**src/rtl/ps2_pkg.sv**
```systemverilog
`default_nettype none
// ============================================================================
// Module      : ps2_pkg
// Description : Shared PS/2 definitions: frame-level state encoding and the
//               odd-parity helper used by host transmitter and receivers.
// Revision    : 1.0 - initial release
// ============================================================================
package ps2_pkg;

    typedef enum logic [2:0] {
        ST_IDLE      = 3'd0,
        ST_INHIBIT   = 3'd1,
        ST_REQ       = 3'd2,
        ST_DATA      = 3'd3,
        ST_PARITY    = 3'd4,
        ST_STOP      = 3'd5,
        ST_ACK       = 3'd6,
        ST_WAIT_IDLE = 3'd7
    } ps2_state_e;

    // PS/2 parity bit makes the total count of ones in data+parity odd.
    function automatic logic odd_parity(input logic [7:0] data);
        return ~^data;
    endfunction

endpackage
`default_nettype wire

```
**src/rtl/ps2_sync_edge.sv**
```systemverilog
`default_nettype none
// ============================================================================
// Module      : ps2_sync_edge
// Description : Two-flop synchroniser for an asynchronous PS/2 line plus a
//               falling-edge detector on the synchronised level.
//   clk   - system clock
//   rst_n - asynchronous active-low reset (line assumed idle-high)
//   din   - raw asynchronous line level
//   sync  - synchronised line level
//   fall  - one-cycle strobe: synchronised level went 1 -> 0
// Revision    : 1.0 - initial release
// ============================================================================
module ps2_sync_edge (
    input  logic clk,
    input  logic rst_n,
    input  logic din,
    output logic sync,
    output logic fall
);

    logic r_meta;
    logic r_sync;
    logic r_prev;

    always_ff @(posedge clk or negedge rst_n) begin
        if (!rst_n) begin
            r_meta <= 1'b1;
            r_sync <= 1'b1;
            r_prev <= 1'b1;
        end else begin
            r_meta <= din;
            r_sync <= r_meta;
            r_prev <= r_sync;
        end
    end

    assign sync = r_sync;
    assign fall = r_prev & ~r_sync;

endmodule
`default_nettype wire

```
**src/rtl/ps2_host_transmitter.sv**
```systemverilog
`default_nettype none
// ============================================================================
// Module      : ps2_host_transmitter
// Description : PS/2 host-to-device byte transmitter. Inhibits the bus,
//               issues a request-to-send, shifts out 8 data bits LSB first,
//               odd parity and stop on device clock falling edges, then
//               checks the device acknowledge.
//   INHIBIT_CYC - clk cycles PS/2 clock is held low before the start bit
//   TIMEOUT_CYC - max clk cycles between expected device clock edges
//   clk, rst_n  - system clock, asynchronous active-low reset
//   tx_data/tx_valid/tx_ready   - byte request handshake
//   ps2_clk_i/ps2_data_i        - raw PS/2 line levels
//   ps2_clk_oe/ps2_data_oe      - open-drain pull-low enables
//   done/ack_err/timeout_err    - single-cycle status pulses
// Revision    : 1.0 - initial release
// ============================================================================
module ps2_host_transmitter
    import ps2_pkg::*;
#(
    parameter int INHIBIT_CYC = 5000,
    parameter int TIMEOUT_CYC = 750000
) (
    input  logic       clk,
    input  logic       rst_n,
    input  logic [7:0] tx_data,
    input  logic       tx_valid,
    output logic       tx_ready,
    input  logic       ps2_clk_i,
    input  logic       ps2_data_i,
    output logic       ps2_clk_oe,
    output logic       ps2_data_oe,
    output logic       done,
    output logic       ack_err,
    output logic       timeout_err
);

    localparam int c_INH_W = $clog2(INHIBIT_CYC + 1);
    localparam int c_TMO_W = $clog2(TIMEOUT_CYC + 1);
    localparam logic [c_INH_W-1:0] c_INH_LAST = c_INH_W'(INHIBIT_CYC - 1);
    localparam logic [c_TMO_W-1:0] c_TMO_LAST = c_TMO_W'(TIMEOUT_CYC - 1);

    ps2_state_e         r_state,     w_state_next;
    logic [7:0]         r_byte,      w_byte_next;
    logic               r_parity,    w_parity_next;
    logic [2:0]         r_bit_cnt,   w_bit_cnt_next;
    logic [c_INH_W-1:0] r_inh_cnt,   w_inh_cnt_next;
    logic [c_TMO_W-1:0] r_tmo_cnt,   w_tmo_cnt_next;
    logic               r_clk_oe,    w_clk_oe_next;
    logic               r_data_oe,   w_data_oe_next;
    logic               r_done,      w_done_next;
    logic               r_ack_err,   w_ack_err_next;
    logic               r_tmo_err,   w_tmo_err_next;

    logic w_clk_sync;
    logic w_clk_fall;
    logic r_data_meta;
    logic r_data_sync;
    logic w_in_frame;
    logic w_activity;

    ps2_sync_edge u_clk_sync (
        .clk   (clk),
        .rst_n (rst_n),
        .din   (ps2_clk_i),
        .sync  (w_clk_sync),
        .fall  (w_clk_fall)
    );

    // Data line only needs its level, so no edge detector here.
    always_ff @(posedge clk or negedge rst_n) begin
        if (!rst_n) begin
            r_data_meta <= 1'b1;
            r_data_sync <= 1'b1;
        end else begin
            r_data_meta <= ps2_data_i;
            r_data_sync <= r_data_meta;
        end
    end

    always_ff @(posedge clk or negedge rst_n) begin
        if (!rst_n) begin
            r_state   <= ST_IDLE;
            r_byte    <= '0;
            r_parity  <= 1'b0;
            r_bit_cnt <= '0;
            r_inh_cnt <= '0;
            r_tmo_cnt <= '0;
            r_clk_oe  <= 1'b0;
            r_data_oe <= 1'b0;
            r_done    <= 1'b0;
            r_ack_err <= 1'b0;
            r_tmo_err <= 1'b0;
        end else begin
            r_state   <= w_state_next;
            r_byte    <= w_byte_next;
            r_parity  <= w_parity_next;
            r_bit_cnt <= w_bit_cnt_next;
            r_inh_cnt <= w_inh_cnt_next;
            r_tmo_cnt <= w_tmo_cnt_next;
            r_clk_oe  <= w_clk_oe_next;
            r_data_oe <= w_data_oe_next;
            r_done    <= w_done_next;
            r_ack_err <= w_ack_err_next;
            r_tmo_err <= w_tmo_err_next;
        end
    end

    always_comb begin
        w_state_next   = r_state;
        w_byte_next    = r_byte;
        w_parity_next  = r_parity;
        w_bit_cnt_next = r_bit_cnt;
        w_inh_cnt_next = r_inh_cnt;
        w_clk_oe_next  = r_clk_oe;
        w_data_oe_next = r_data_oe;
        w_done_next    = 1'b0;
        w_ack_err_next = 1'b0;
        w_tmo_err_next = 1'b0;

        w_in_frame = (r_state != ST_IDLE) && (r_state != ST_INHIBIT);
        // While waiting for the bus to go idle, "progress" is both lines high
        // rather than a clock edge.
        w_activity = (r_state == ST_WAIT_IDLE) ? (w_clk_sync & r_data_sync)
                                                : w_clk_fall;

        case (r_state)
            ST_IDLE: begin
                w_clk_oe_next  = 1'b0;
                w_data_oe_next = 1'b0;
                if (tx_valid) begin
                    w_byte_next    = tx_data;
                    w_parity_next  = odd_parity(tx_data);
                    w_inh_cnt_next = '0;
                    w_clk_oe_next  = 1'b1;
                    w_state_next   = ST_INHIBIT;
                end
            end
            ST_INHIBIT: begin
                if (r_inh_cnt == c_INH_LAST) begin
                    w_clk_oe_next  = 1'b0;
                    w_data_oe_next = 1'b1;
                    w_state_next   = ST_REQ;
                end else begin
                    w_inh_cnt_next = r_inh_cnt + c_INH_W'(1);
                end
            end
            ST_REQ: begin
                if (w_clk_fall) begin
                    w_data_oe_next = ~r_byte[0];
                    w_bit_cnt_next = '0;
                    w_state_next   = ST_DATA;
                end
            end
            ST_DATA: begin
                // r_bit_cnt is the index of the bit currently on the line.
                if (w_clk_fall) begin
                    if (r_bit_cnt == 3'd7) begin
                        w_data_oe_next = ~r_parity;
                        w_state_next   = ST_PARITY;
                    end else begin
                        w_bit_cnt_next = r_bit_cnt + 3'd1;
                        w_data_oe_next = ~r_byte[r_bit_cnt + 3'd1];
                    end
                end
            end
            ST_PARITY: begin
                if (w_clk_fall) begin
                    w_data_oe_next = 1'b0;
                    w_state_next   = ST_STOP;
                end
            end
            ST_STOP: begin
                // Stop bit is already on the line; the next device falling
                // edge is the acknowledge clock, handled in ST_ACK.
                w_state_next = ST_ACK;
            end
            ST_ACK: begin
                if (w_clk_fall) begin
                    w_ack_err_next = r_data_sync;
                    w_state_next   = ST_WAIT_IDLE;
                end
            end
            ST_WAIT_IDLE: begin
                if (w_clk_sync && r_data_sync) begin
                    w_done_next  = 1'b1;
                    w_state_next = ST_IDLE;
                end
            end
            default: begin
                w_state_next = ST_IDLE;
            end
        endcase

        if (w_in_frame && !w_activity && (r_tmo_cnt == c_TMO_LAST)) begin
            w_state_next   = ST_IDLE;
            w_clk_oe_next  = 1'b0;
            w_data_oe_next = 1'b0;
            w_done_next    = 1'b0;
            w_ack_err_next = 1'b0;
            w_tmo_err_next = 1'b1;
        end

        if (!w_in_frame || w_activity || (w_state_next != r_state)) begin
            w_tmo_cnt_next = '0;
        end else begin
            w_tmo_cnt_next = r_tmo_cnt + c_TMO_W'(1);
        end
    end

    assign tx_ready    = (r_state == ST_IDLE);
    assign ps2_clk_oe  = r_clk_oe;
    assign ps2_data_oe = r_data_oe;
    assign done        = r_done;
    assign ack_err     = r_ack_err;
    assign timeout_err = r_tmo_err;

endmodule
`default_nettype wire

```
**config.mk**
```make
export PLATFORM = sky130hd
export DESIGN_NAME = ps2_host_transmitter
export DESIGN_NICKNAME = d
export VERILOG_FILES = /design/src/rtl/ps2_pkg.sv /design/src/rtl/ps2_sync_edge.sv /design/src/rtl/ps2_host_transmitter.sv
export SDC_FILE = /design/constraint.sdc
export NUM_CORES = 1
export LEC_CHECK = 0
export BUFFER_PORTS_ARGS = -buffer_cell sky130_fd_sc_hd__buf_4
export CAP_MARGIN = 20
export CORE_MARGIN = 2
export CORE_UTILIZATION = 60
export CTS_CLUSTER_SIZE = 40
export DETAILED_ROUTE_END_ITERATION = 10
export GPL_TIMING_DRIVEN = 0
export PLACE_DENSITY = 0.84
export SLEW_MARGIN = 20
export SYNTH_ARGS = -nofsm -noshare
export SYNTH_HDL_FRONTEND = slang
export SYNTH_SLANG_ARGS = --single-unit
```
**constraint.sdc**
```tcl
create_clock -name clk -period 2.3 [get_ports clk]
set_input_delay 0.46 -clock clk [delete_from_list [all_inputs] [get_ports clk]]
set_output_delay 0.46 -clock clk [all_outputs]
set_load 0.03 [all_outputs]
```
# After elaboration in Yosys (flattened, before gate mapping)
# Index checks and enable logic that the tools add are counted.
# classes
mul	0
n_reduce_logical	20
bitwise	6
shift	0
magnitude_cmp	1
n_div	0
mux	39
eq_ne	21
add_sub_neg	3
# op_table
op	count
3-bit 2-to-1 mux	12
13-bit 2-to-1 mux	2
13-bit case mux with 2 select lines	1
3-bit case mux with 8 select lines	1
20-bit by 1-bit adder with 20-bit output, second input constant	1
20-bit == test, second input constant	1
20-bit 2-to-1 mux	1
1-bit 2-to-1 mux	18
3-bit == test, second input constant	5
13-bit by 1-bit adder with 13-bit output, second input constant	1
13-bit == test, second input constant	1
3-bit != test, second input constant	4
2-bit != test, second input constant	5
8-bit XNOR reduction	1
3-bit by 2-bit == test with 1-bit output, second input constant	2
3-bit case mux with 2 select lines	1
3-bit nonzero test	2
6-bit nonzero test	1
1-bit case mux with 5 select lines	1
5-bit AND reduction	1
1-bit logical AND	4
3-bit by 4-bit less-than comparator with 1-bit output, second input constant	1
1-bit NOT	4
2-bit AND reduction	2
13 further kinds	17
# word_totals
mem_bits_ro	0
mem_count	0
out_inout_bits	6
latchBits	0
in_bits	13
ff_bits	58
ram_bits	0
word_cells	106

# Logic depth before layout (Yosys ltp)
# Gate-level depths: netlist of the first run.
# logic_depth
word_depth	10
ltp_mapped	8
mapped_depth_nobuf	7

# Modules after synthesis
# From an unflattened synthesis of the first run, not the netlist that was laid out.
# hier_totals
hier_cells	315
area_unflattened_um2	3200.6
# modules_own_cells
mod	seq_area_each_um2	cells_each	n_inst	area_each_um2
ps2_host_transmitter	1378.8	311	1	3108.0
ps2_sync_edge	78.8	4	1	92.6

# Least setup slack after synthesis of the first run
# OpenSTA, ideal clock, no wires.
# synth_path
kind	flip-flop to flip-flop
start	register r_state[1]
end	register r_inh_cnt[10]
required_ps	2181
path_buffers	2
setup_slack_ps	151
path_stages_with_launch	8
setup_ps	119
t_arrival_ps	2030
period_less_slack_ps	2149
path_cell_list	dfrtp_1 > buf_2 > nor3_2 > and2_1 > a21oi_1 > buf_2 > o41a_1 > o21a_1
# synth_between
elab_chain_cells	3
elab_cells_between_ends	7
cone_classes	eq/ne (3); mux (1); reduce/logical (3)
# synth_lines
item	line_no	rtl
from (decl)	ps2_host_transmitter.sv:42	ps2_state_e r_state, w_state_next;
from (signal assigned)	ps2_host_transmitter.sv:94	r_state <= w_state_next;
3-bit logical NOT (*)	n/a	
net tx_ready	ps2_host_transmitter.sv:27	output logic tx_ready,
2-bit != test (no source line) or 2-bit nonzero test (tied branches)	n/a	
3-bit AND reduction (no source line)	n/a	
to (signal assigned)	ps2_host_transmitter.sv:98	r_inh_cnt <= w_inh_cnt_next;
to (decl)	ps2_host_transmitter.sv:46	logic [c_INH_W-1:0] r_inh_cnt, w_inh_cnt_next;
# Mark *: on every way through the listed nets, which the timed path passes. The rest lies on a longest branch.
# A chain may end at the register's enable or synchronous reset.

# Worst setup path after layout of the first run
# layout_path
start	register r_inh_cnt[3]
end	register r_inh_cnt[10]
# layout_between
elab_chain_cells	3
elab_cells_between_ends	6
cone_classes	add/sub (1); eq/ne (2); mux (2); reduce/logical (1)
# layout_lines
item	line_no
13-bit by 1-bit adder with 13-bit output or 13-bit == test (tied branches)	ps2_host_transmitter.sv:144, ps2_host_transmitter.sv:139
13-bit 2-to-1 mux or 2-bit != test (tied branches)	n/a
13-bit case mux with 2 select lines or 3-bit AND reduction (tied branches)	n/a
# Parallel ways exist; a longest one is shown, timed or not. The select of a mux whose other input is x is not followed.

==> reports/results.tsv, run 1 <==
stage	metric	value	unit
status	status	complete, no violations	
worst_setup_path	RR Startpoint	r_inh_cnt[3]$_DFFE_PN0P_	
routing	ANT nets after route	0	
timing	setup tns final	0	ns
routing	Via density	5.90	
yosys	Avg Inst Size Synth	9.79	sq um
layout	most frequent cells in the layout	dfrtp_1 (53), nand2_1 (49), nor2_1 (21), xnor2_1 (21), a21oi_2 (20)	
hold_path	hold crit path type	input pin to asynchronous set/reset pin	
timing	Min Clock Period, post-route	2.15	ns
worst_setup_path	worst endpoint required time	2.53	ns
worst_setup_path	max incr delay on CP	0.45	ns
yosys	yosys warns	0	
worst_setup_path	CP Class	flop to flop	
die	Starting Density	61.4	%
clock_tree	CTS Root Cell	clkbuf_8	
routing	wire per inst	14.4	um
global_routing	Remaining Overflow, GRT	0	
placement	DP HPWL	4.30	mm
yosys	number of synthesized register bits	58	
global_routing	first-pass GRT wire length	9.68	mm
yosys	Synth async-reset ratio	100	%
routing	Vias	2476	
timing	RSZ-0062 raised after global routing	false	
layout	ant diodes	0	
timing	Tightest Pin Transition	0.701	ns
timing	skew final	0.0106	ns
worst_setup_path	critical path peak fanout	10	
timing	fmax	466	MHz
clock_tree	Sink Count	58	
die	core area	0.00504	sq mm
worst_setup_path	most frequent cell on the critical path	nor4b_1	
clock_tree	CTS tree	done	
worst_setup_path	CP cell instances	nor4b_1 -> nand4_1 -> a21oi_2 -> buf_2 -> nor4b_1 -> o21a_1	
timing	Tcrit/Tclk final	93.4	%
layout	# nets final	362	
clock_tree	CTS clock-pin slew for the worst setup and hold paths	0.06	ns
worst_setup_path	r2r worst-path depth	6	
timing	Final Setup Violations	0	
global_routing	GRT Util Overall	22.7	%
power	Pwr Density	767	mW/mm^2
yosys	syn nets	333	
placement	DP Area	0.00332	sq mm
timing	Slew Viols, Final	0	
worst_setup_path	Slowest cell on crit path	dfrtp_1	
routing	DRC viols	0	
layout	most common cell after layout, fill and taps aside	dfrtp_1	
routing	DR pass1 iterations	4	
power	Lkg Pwr	0.00139	uW
die	Chip Height	75.8	um
global_routing	vias in the first global route	2203	
worst_setup_path	largest delay contributor family on the critical path	simple AND/OR/NAND/NOR gates	
routing	WL final	6.03	mm
clock_tree	worst-skew pair later-pin latency	0.34	ns
clock_tree	CTS max path bufs	2	
worst_setup_path	worst r2r dst	r_inh_cnt[10]$_DFFE_PN0P_	
layout	Area growth syn-to-layout	12.5	%
timing	Slew headroom	53.3	%
power	Max VDD drop	654	uV
yosys	Syn Inst Count	316	
clock_tree	H-tree depth	3	
yosys	post-synthesis sequential area ratio	47.1	%
timing	Final Hold Viols	0	
worst_setup_path	startpoint types	flop	
yosys	Top FF cell, synth	dfrtp_1	
worst_setup_path	Crit. End Element	flop	
layout	layout cells sized above 1	20.0	%
die	die area	0.00575	sq mm
run	Max Cap Violations	0	
yosys	Mapped Area	0.00309	sq mm
global_routing	largest net degree at the start of global routing	59	
worst_setup_path	Worst Path Buf+Inv	1	
die	boundary pin count	19	
die	std cell rows	26	
yosys	EDFF count, synth	0	
global_routing	initial antenna violation count	0	
placement	GPL Wtd Cong	0.909	
die	die width	75.8	um
layout	final instance area	0.00348	sq mm
layout	Fill cells	398	
placement	I/O Buffers	18	
clock_tree	Inserted Clock Buffers	9	
routing	initial DRC count	209	
yosys	Synth cell types	49	
worst_setup_path	worst path arrival time	2.38	ns
worst_setup_path	setup slack, reg-to-reg	0.15	ns
## synth_stat cells (2+ instances only)
library cell | instances | area share (%)
mux2i_1 | 4 | 1.3
nand4_1 | 8 | 1.6
nor3_1 | 11 | 1.8
o31ai_1 | 5 | 1.2
buf_2 | 5 | 0.81
a21oi_2 | 19 | 5.4
or2_2 | 2 | 0.40
nand3_1 | 15 | 2.4
dfstp_2 | 5 | 4.2
or4b_1 | 2 | 0.65
or4_1 | 5 | 1.2
clkbuf_1 | 7 | 0.85
nor4b_1 | 3 | 0.85
and4_1 | 2 | 0.57
xor2_1 | 9 | 2.5
nand2_1 | 49 | 5.9
a21oi_1 | 14 | 2.3
o22ai_1 | 2 | 0.40
ha_1 | 4 | 1.6
xnor2_1 | 21 | 5.9
o21ai_0 | 5 | 0.81
a21o_1 | 2 | 0.49
and2_1 | 4 | 0.81
inv_1 | 5 | 0.61
buf_6 | 2 | 0.73
nand4b_1 | 3 | 0.85
and3_1 | 4 | 0.81
dfrtp_1 | 53 | 43
nor4_1 | 6 | 1.2
nor2_1 | 21 | 2.5
## cells by family (layout without fill, tap and decap cells)
family	Yosys count	in the layout	share of synthesized area, %
muxes	5	5	2.02
and+or+nand+nor	143	143	23.9
xor gates and xnor gates	30	30	8.49
adders and majority gates	4	4	1.62
buffers and inverters	19	53	2.99
DFF	58	58	47.1
AOI/OAI and AO/OA	57	57	13.9
## final cells by class
type / instances / area, sq um / share of cell area [%]
Multi-Input combinational cell: 239 / 1550 / 44.4
Sequential cell: 58 / 1460 / 41.9
Tap cell: 70 / 87.6 / 2.52
Buffer: 14 / 73.8 / 2.12
Clock buffer: 15 / 156 / 4.49
Clock inverter: 1 / 5.00 / 0.144
Timing Repair Buffer: 18 / 135 / 3.88
Inverter: 5 / 18.8 / 0.539
## registers in the layout, summed over array words and instances, names as in the netlist
| name | flops |
|---|---|
| r_state | 3 |
| ack_err | 1 |
| r_bit_cnt | 3 |
| r_inh_cnt | 13 |
| done | 1 |
| u_clk_sync.r_meta | 1 |
| u_clk_sync.sync | 1 |
| timeout_err | 1 |
| ps2_data_oe | 1 |
| ps2_clk_oe | 1 |
| r_data_sync | 1 |
| r_byte | 8 |
| r_data_meta | 1 |
| r_parity | 1 |
| u_clk_sync.r_prev | 1 |
| r_tmo_cnt | 20 |
## worst register-to-register path, cell delays in order, from the launching register on
cell,delay (ns)
dfrtp_1,0.45
nor4b_1,0.39
nand4_1,0.32
a21oi_2,0.35
buf_2,0.26
nor4b_1,0.09
o21a_1,0.18
## per-layer routing
metal | vias to the layer above | GRT usage, % | share of wire, %
met1 | 1202 | 29.3 | 45
met4 | 0 | 11.5 | 2.4
met5 | - | 0 | 0
met3 | 15 | 6.88 | 4.6
li1 | 1188 | - | -
met2 | 71 | 34.7 | 48
## how the worst max path moves through the flow
stage	from	slack, ns	end	depth (start not counted)
after floorplan	r_state[1]$_DFF_PN0_	0.15	r_inh_cnt[10]$_DFFE_PN0P_	7
after global placement	r_inh_cnt[3]$_DFFE_PN0P_	0.17	r_inh_cnt[10]$_DFFE_PN0P_	6
after detailed placement	r_inh_cnt[3]$_DFFE_PN0P_	0.11	r_inh_cnt[10]$_DFFE_PN0P_	6
after CTS	r_inh_cnt[3]$_DFFE_PN0P_	0.11	r_inh_cnt[10]$_DFFE_PN0P_	6
after global routing	r_inh_cnt[3]$_DFFE_PN0P_	0.04	r_inh_cnt[10]$_DFFE_PN0P_	6
final	r_inh_cnt[3]$_DFFE_PN0P_	0.15	r_inh_cnt[10]$_DFFE_PN0P_	6
## where the power goes
| group | internal (uW) | total (uW) | switching (uW) |
|---|---|---|---|
| sequential | 1160 | 1270 | 109 |
| combinational | 234 | 603 | 370 |
| clock | 421 | 795 | 374 |
## what timing repair did
item | CTS | global route
hold buffers | 0 | 0
resized for setup | 0 | 1
setup endpoints to repair | 0 | 6
setup buffers | 0 | 0
## stage by stage
stage | setup slack (ns) | instances | utilization, % | hold slack (ns) | total power (uW)
finish | 0.152 | 420 | 69.1 | 0.170 | 2670
global route | 0.0377 | 420 | 69.1 | 0.218 | 2820
CTS | 0.105 | 420 | 69.0 | 0.191 | 2680
detailed placement | 0.106 | 404 | 65.8 | 0.349 | 1890
global placement | 0.172 | 404 | 65.8 | 0.346 | 1860
floorplan | 0.151 | 316 | - | 0.164 | 1690
Note: power is estimated with default switching activity, not from simulation.
==> run 2, diff against run 1 <==
--- a/config.mk
+++ b/config.mk
@@ -8,11 +8,12 @@
 export BUFFER_PORTS_ARGS = -buffer_cell sky130_fd_sc_hd__buf_4
 export CAP_MARGIN = 20
 export CORE_MARGIN = 2
-export CORE_UTILIZATION = 60
+export CORE_UTILIZATION = 63
+export CTS_BUF_LIST = sky130_fd_sc_hd__clkbuf_4
 export CTS_CLUSTER_SIZE = 40
 export DETAILED_ROUTE_END_ITERATION = 10
 export GPL_TIMING_DRIVEN = 0
-export PLACE_DENSITY = 0.84
+export PLACE_DENSITY = 0.87
 export SLEW_MARGIN = 20
 export SYNTH_ARGS = -nofsm -noshare
 export SYNTH_HDL_FRONTEND = slang
==> constraint.sdc (replaced) <==
create_clock -name clk -period 2.3 [get_ports clk]
set_input_delay 0.23 -clock clk [delete_from_list [all_inputs] [get_ports clk]]
set_output_delay 0.23 -clock clk [all_outputs]
set_load 0.03 [all_outputs]
==> run 2 against run 1 <==
  * Count of clock-buffer cells in the layout shrank 6
  * Non-clock buffer count grew 3
  * Clock skew is essentially flat
  * Clock power shrank 13%
  * Via count grew 0.61%
  * Register-to-register slack is essentially flat
  * Die area shrank 4.5%
  * Core utilization grew 4.5 points
  * First-iteration DRC count shrank 21%
  * Critical path depth grew 1
  * Worst hold slack lost 0.14 ns
==> reports/results.tsv, run 2 (same netlist as run 1, synthesis figures left out) <==
stage	metric	value	unit
clock_tree	CTS clock-pin slew for the worst setup and hold paths	0.10	ns
global_routing	vias in the first global route	2315	
timing	Final Hold Viols	0	
placement	GPL Wtd Cong	0.884	
timing	Slew Viols, Final	0	
hold_path	hold crit path type	input pin to flop	
clock_tree	H-tree depth	3	
worst_setup_path	startpoint types	flop	
routing	Via density	5.93	
placement	DP Area	0.00331	sq mm
layout	most frequent cells in the layout	dfrtp_1 (53), nand2_1 (49), nor2_1 (21), xnor2_1 (21), a21oi_2 (20)	
clock_tree	CTS Root Cell	clkbuf_4	
layout	Most flops, register	r_tmo_cnt	
layout	most common cell after layout, fill and taps aside	dfrtp_1	
worst_setup_path	Crit. End Element	flop	
routing	Vias	2491	
die	die width	74.1	um
worst_setup_path	max incr delay on CP	0.46	ns
status	status	complete, no violations	
layout	Area growth syn-to-layout	12.3	%
timing	skew final	0.0105	ns
global_routing	GRT Util Overall	25.1	%
placement	DP HPWL	4.33	mm
clock_tree	CTS max path bufs	2	
power	Max VDD drop	441	uV
timing	Min Clock Period, post-route	2.15	ns
global_routing	first-pass GRT wire length	10.4	mm
global_routing	initial antenna violation count	0	
routing	initial DRC count	166	
routing	DRC viols	0	
layout	layout cells sized above 1	20.7	%
worst_setup_path	critical path peak fanout	5	
timing	RSZ-0062 raised after global routing	false	
worst_setup_path	largest delay contributor family on the critical path	multiplexers	
power	Pwr Density	739	mW/mm^2
layout	final instance area	0.00347	sq mm
timing	Final Setup Violations	0	
clock_tree	CTS tree	done	
clock_tree	Inserted Clock Buffers	9	
die	core area	0.00472	sq mm
worst_setup_path	Worst Path Buf+Inv	1	
die	Starting Density	65.5	%
worst_setup_path	Slowest cell on crit path	mux4_2	
layout	ant diodes	0	
timing	setup tns final	0	ns
timing	Tcrit/Tclk final	93.6	%
die	boundary pin count	19	
clock_tree	Sink Count	58	
layout	max FFs per register	20	
timing	Tightest Pin Transition	0.701	ns
clock_tree	Post-CTS Setup Bufs	0	
worst_setup_path	CP Class	flop to flop	
die	Chip Height	74.1	um
routing	WL final	6.09	mm
worst_setup_path	worst endpoint required time	2.58	ns
layout	# nets final	365	
layout	biggest regs	r_tmo_cnt: 20 flops, r_inh_cnt: 13 flops, r_byte: 8 flops	
worst_setup_path	CP cell instances	ha_1 -> buf_2 -> mux2i_1 -> mux4_2 -> a32o_1 -> a32oi_1 -> nor2_1	
placement	I/O Buffers	18	
routing	wire per inst	14.5	um
worst_setup_path	worst path arrival time	2.43	ns
timing	fmax	465	MHz
global_routing	Remaining Overflow, GRT	0	
run	Max Cap Violations	0	
routing	DR pass1 iterations	5	
global_routing	largest net degree at the start of global routing	59	
die	std cell rows	25	
power	Lkg Pwr	0.00139	uW
routing	ANT nets after route	0	
timing	Slew headroom	53.3	%
clock_tree	worst-skew pair later-pin latency	0.40	ns
die	die area	0.00549	sq mm
run 2: cell count changes in the layout (fill, tap and decap cells not counted), sizes merged:
cell,previous run,this run
bufinv,0,1
clkinv,1,5
clkbuf,22,16
clkinvlp,0,1
dlygate4sd3,0,3
run 2: stage by stage:
| step | hold WS, ns | total power (uW) | instances | setup WS [ns] | utilization (%) |
|---|---|---|---|---|---|
| final | 0.0296 | 2570 | 420 | 0.148 | 73.6 |
| after global routing | 0.00795 | 2720 | 420 | 0.00810 | 73.6 |
| after CTS | 0.00929 | 2580 | 420 | 0.0971 | 73.5 |
| after detailed placement | 0.325 | 1890 | 401 | 0.124 | 70.1 |
| after global placement | 0.322 | 1860 | 401 | 0.170 | 70.1 |
| after floorplan | -0.0656 | 1690 | 316 | 0.151 | - |
run 2: what timing repair did:
| action | in CTS | in global routing |
|---|---|---|
| setup endpoints to repair | 0 | 2 |
| gates resized for setup | 0 | 1 |
| hold buffers | 3 | 0 |
| hold endpoints to repair | 55 | 0 |
run 2: path summary, 6_finish.rpt:
check	from	endpoint	slack [ns]	cells after the start
max in group asynchronous	rst_n	done$_DFF_PN0_	1.43	2
hold reg to reg	r_data_meta$_DFF_PN1_	r_data_sync$_DFF_PN1_	0.36	0
setup reg to reg	r_bit_cnt[0]$_DFFE_PN0P_	ps2_data_oe$_DFFE_PN0P_	0.15	7
setup / recovery	r_bit_cnt[0]$_DFFE_PN0P_	ps2_data_oe$_DFFE_PN0P_	0.15	7
min in group asynchronous	rst_n	r_inh_cnt[2]$_DFFE_PN0P_	0.42	2
hold / removal	tx_data[5]	r_byte[5]$_DFFE_PN0P_	0.03	3
run 2: tightest hold or removal path, stage by stage:
cell and delay (ns):
buf_4 0.09, nand2_1 0.04, nand2_1 0.05
run 2: final cells by class:
type	count	area, sq um
multi-input cells	239	1550
flip-flops and latches	58	1460
fillers	345	1250
repair buffers	21	165
well taps	67	83.8
plain buffers	14	73.8
clock buffers	9	67.6
clock inverters	7	60.1
inverters	5	18.8
run 2: report_power, final:
group	total (uW)	switching [uW]	leakage (uW)	internal, uW
logic	607	370	0.000551	237
registers	1270	109	0.000769	1160
clock network	693	375	0.0000706	318
run 2: per-layer routing:
metal	GRT usage (%)	up-vias	wire length [um]
met1	34.0	1202	2770
met4	12.7	0	111
met3	5.01	15	261
met5	0	-	0
li1	-	1204	-
met2	38.6	70	2950
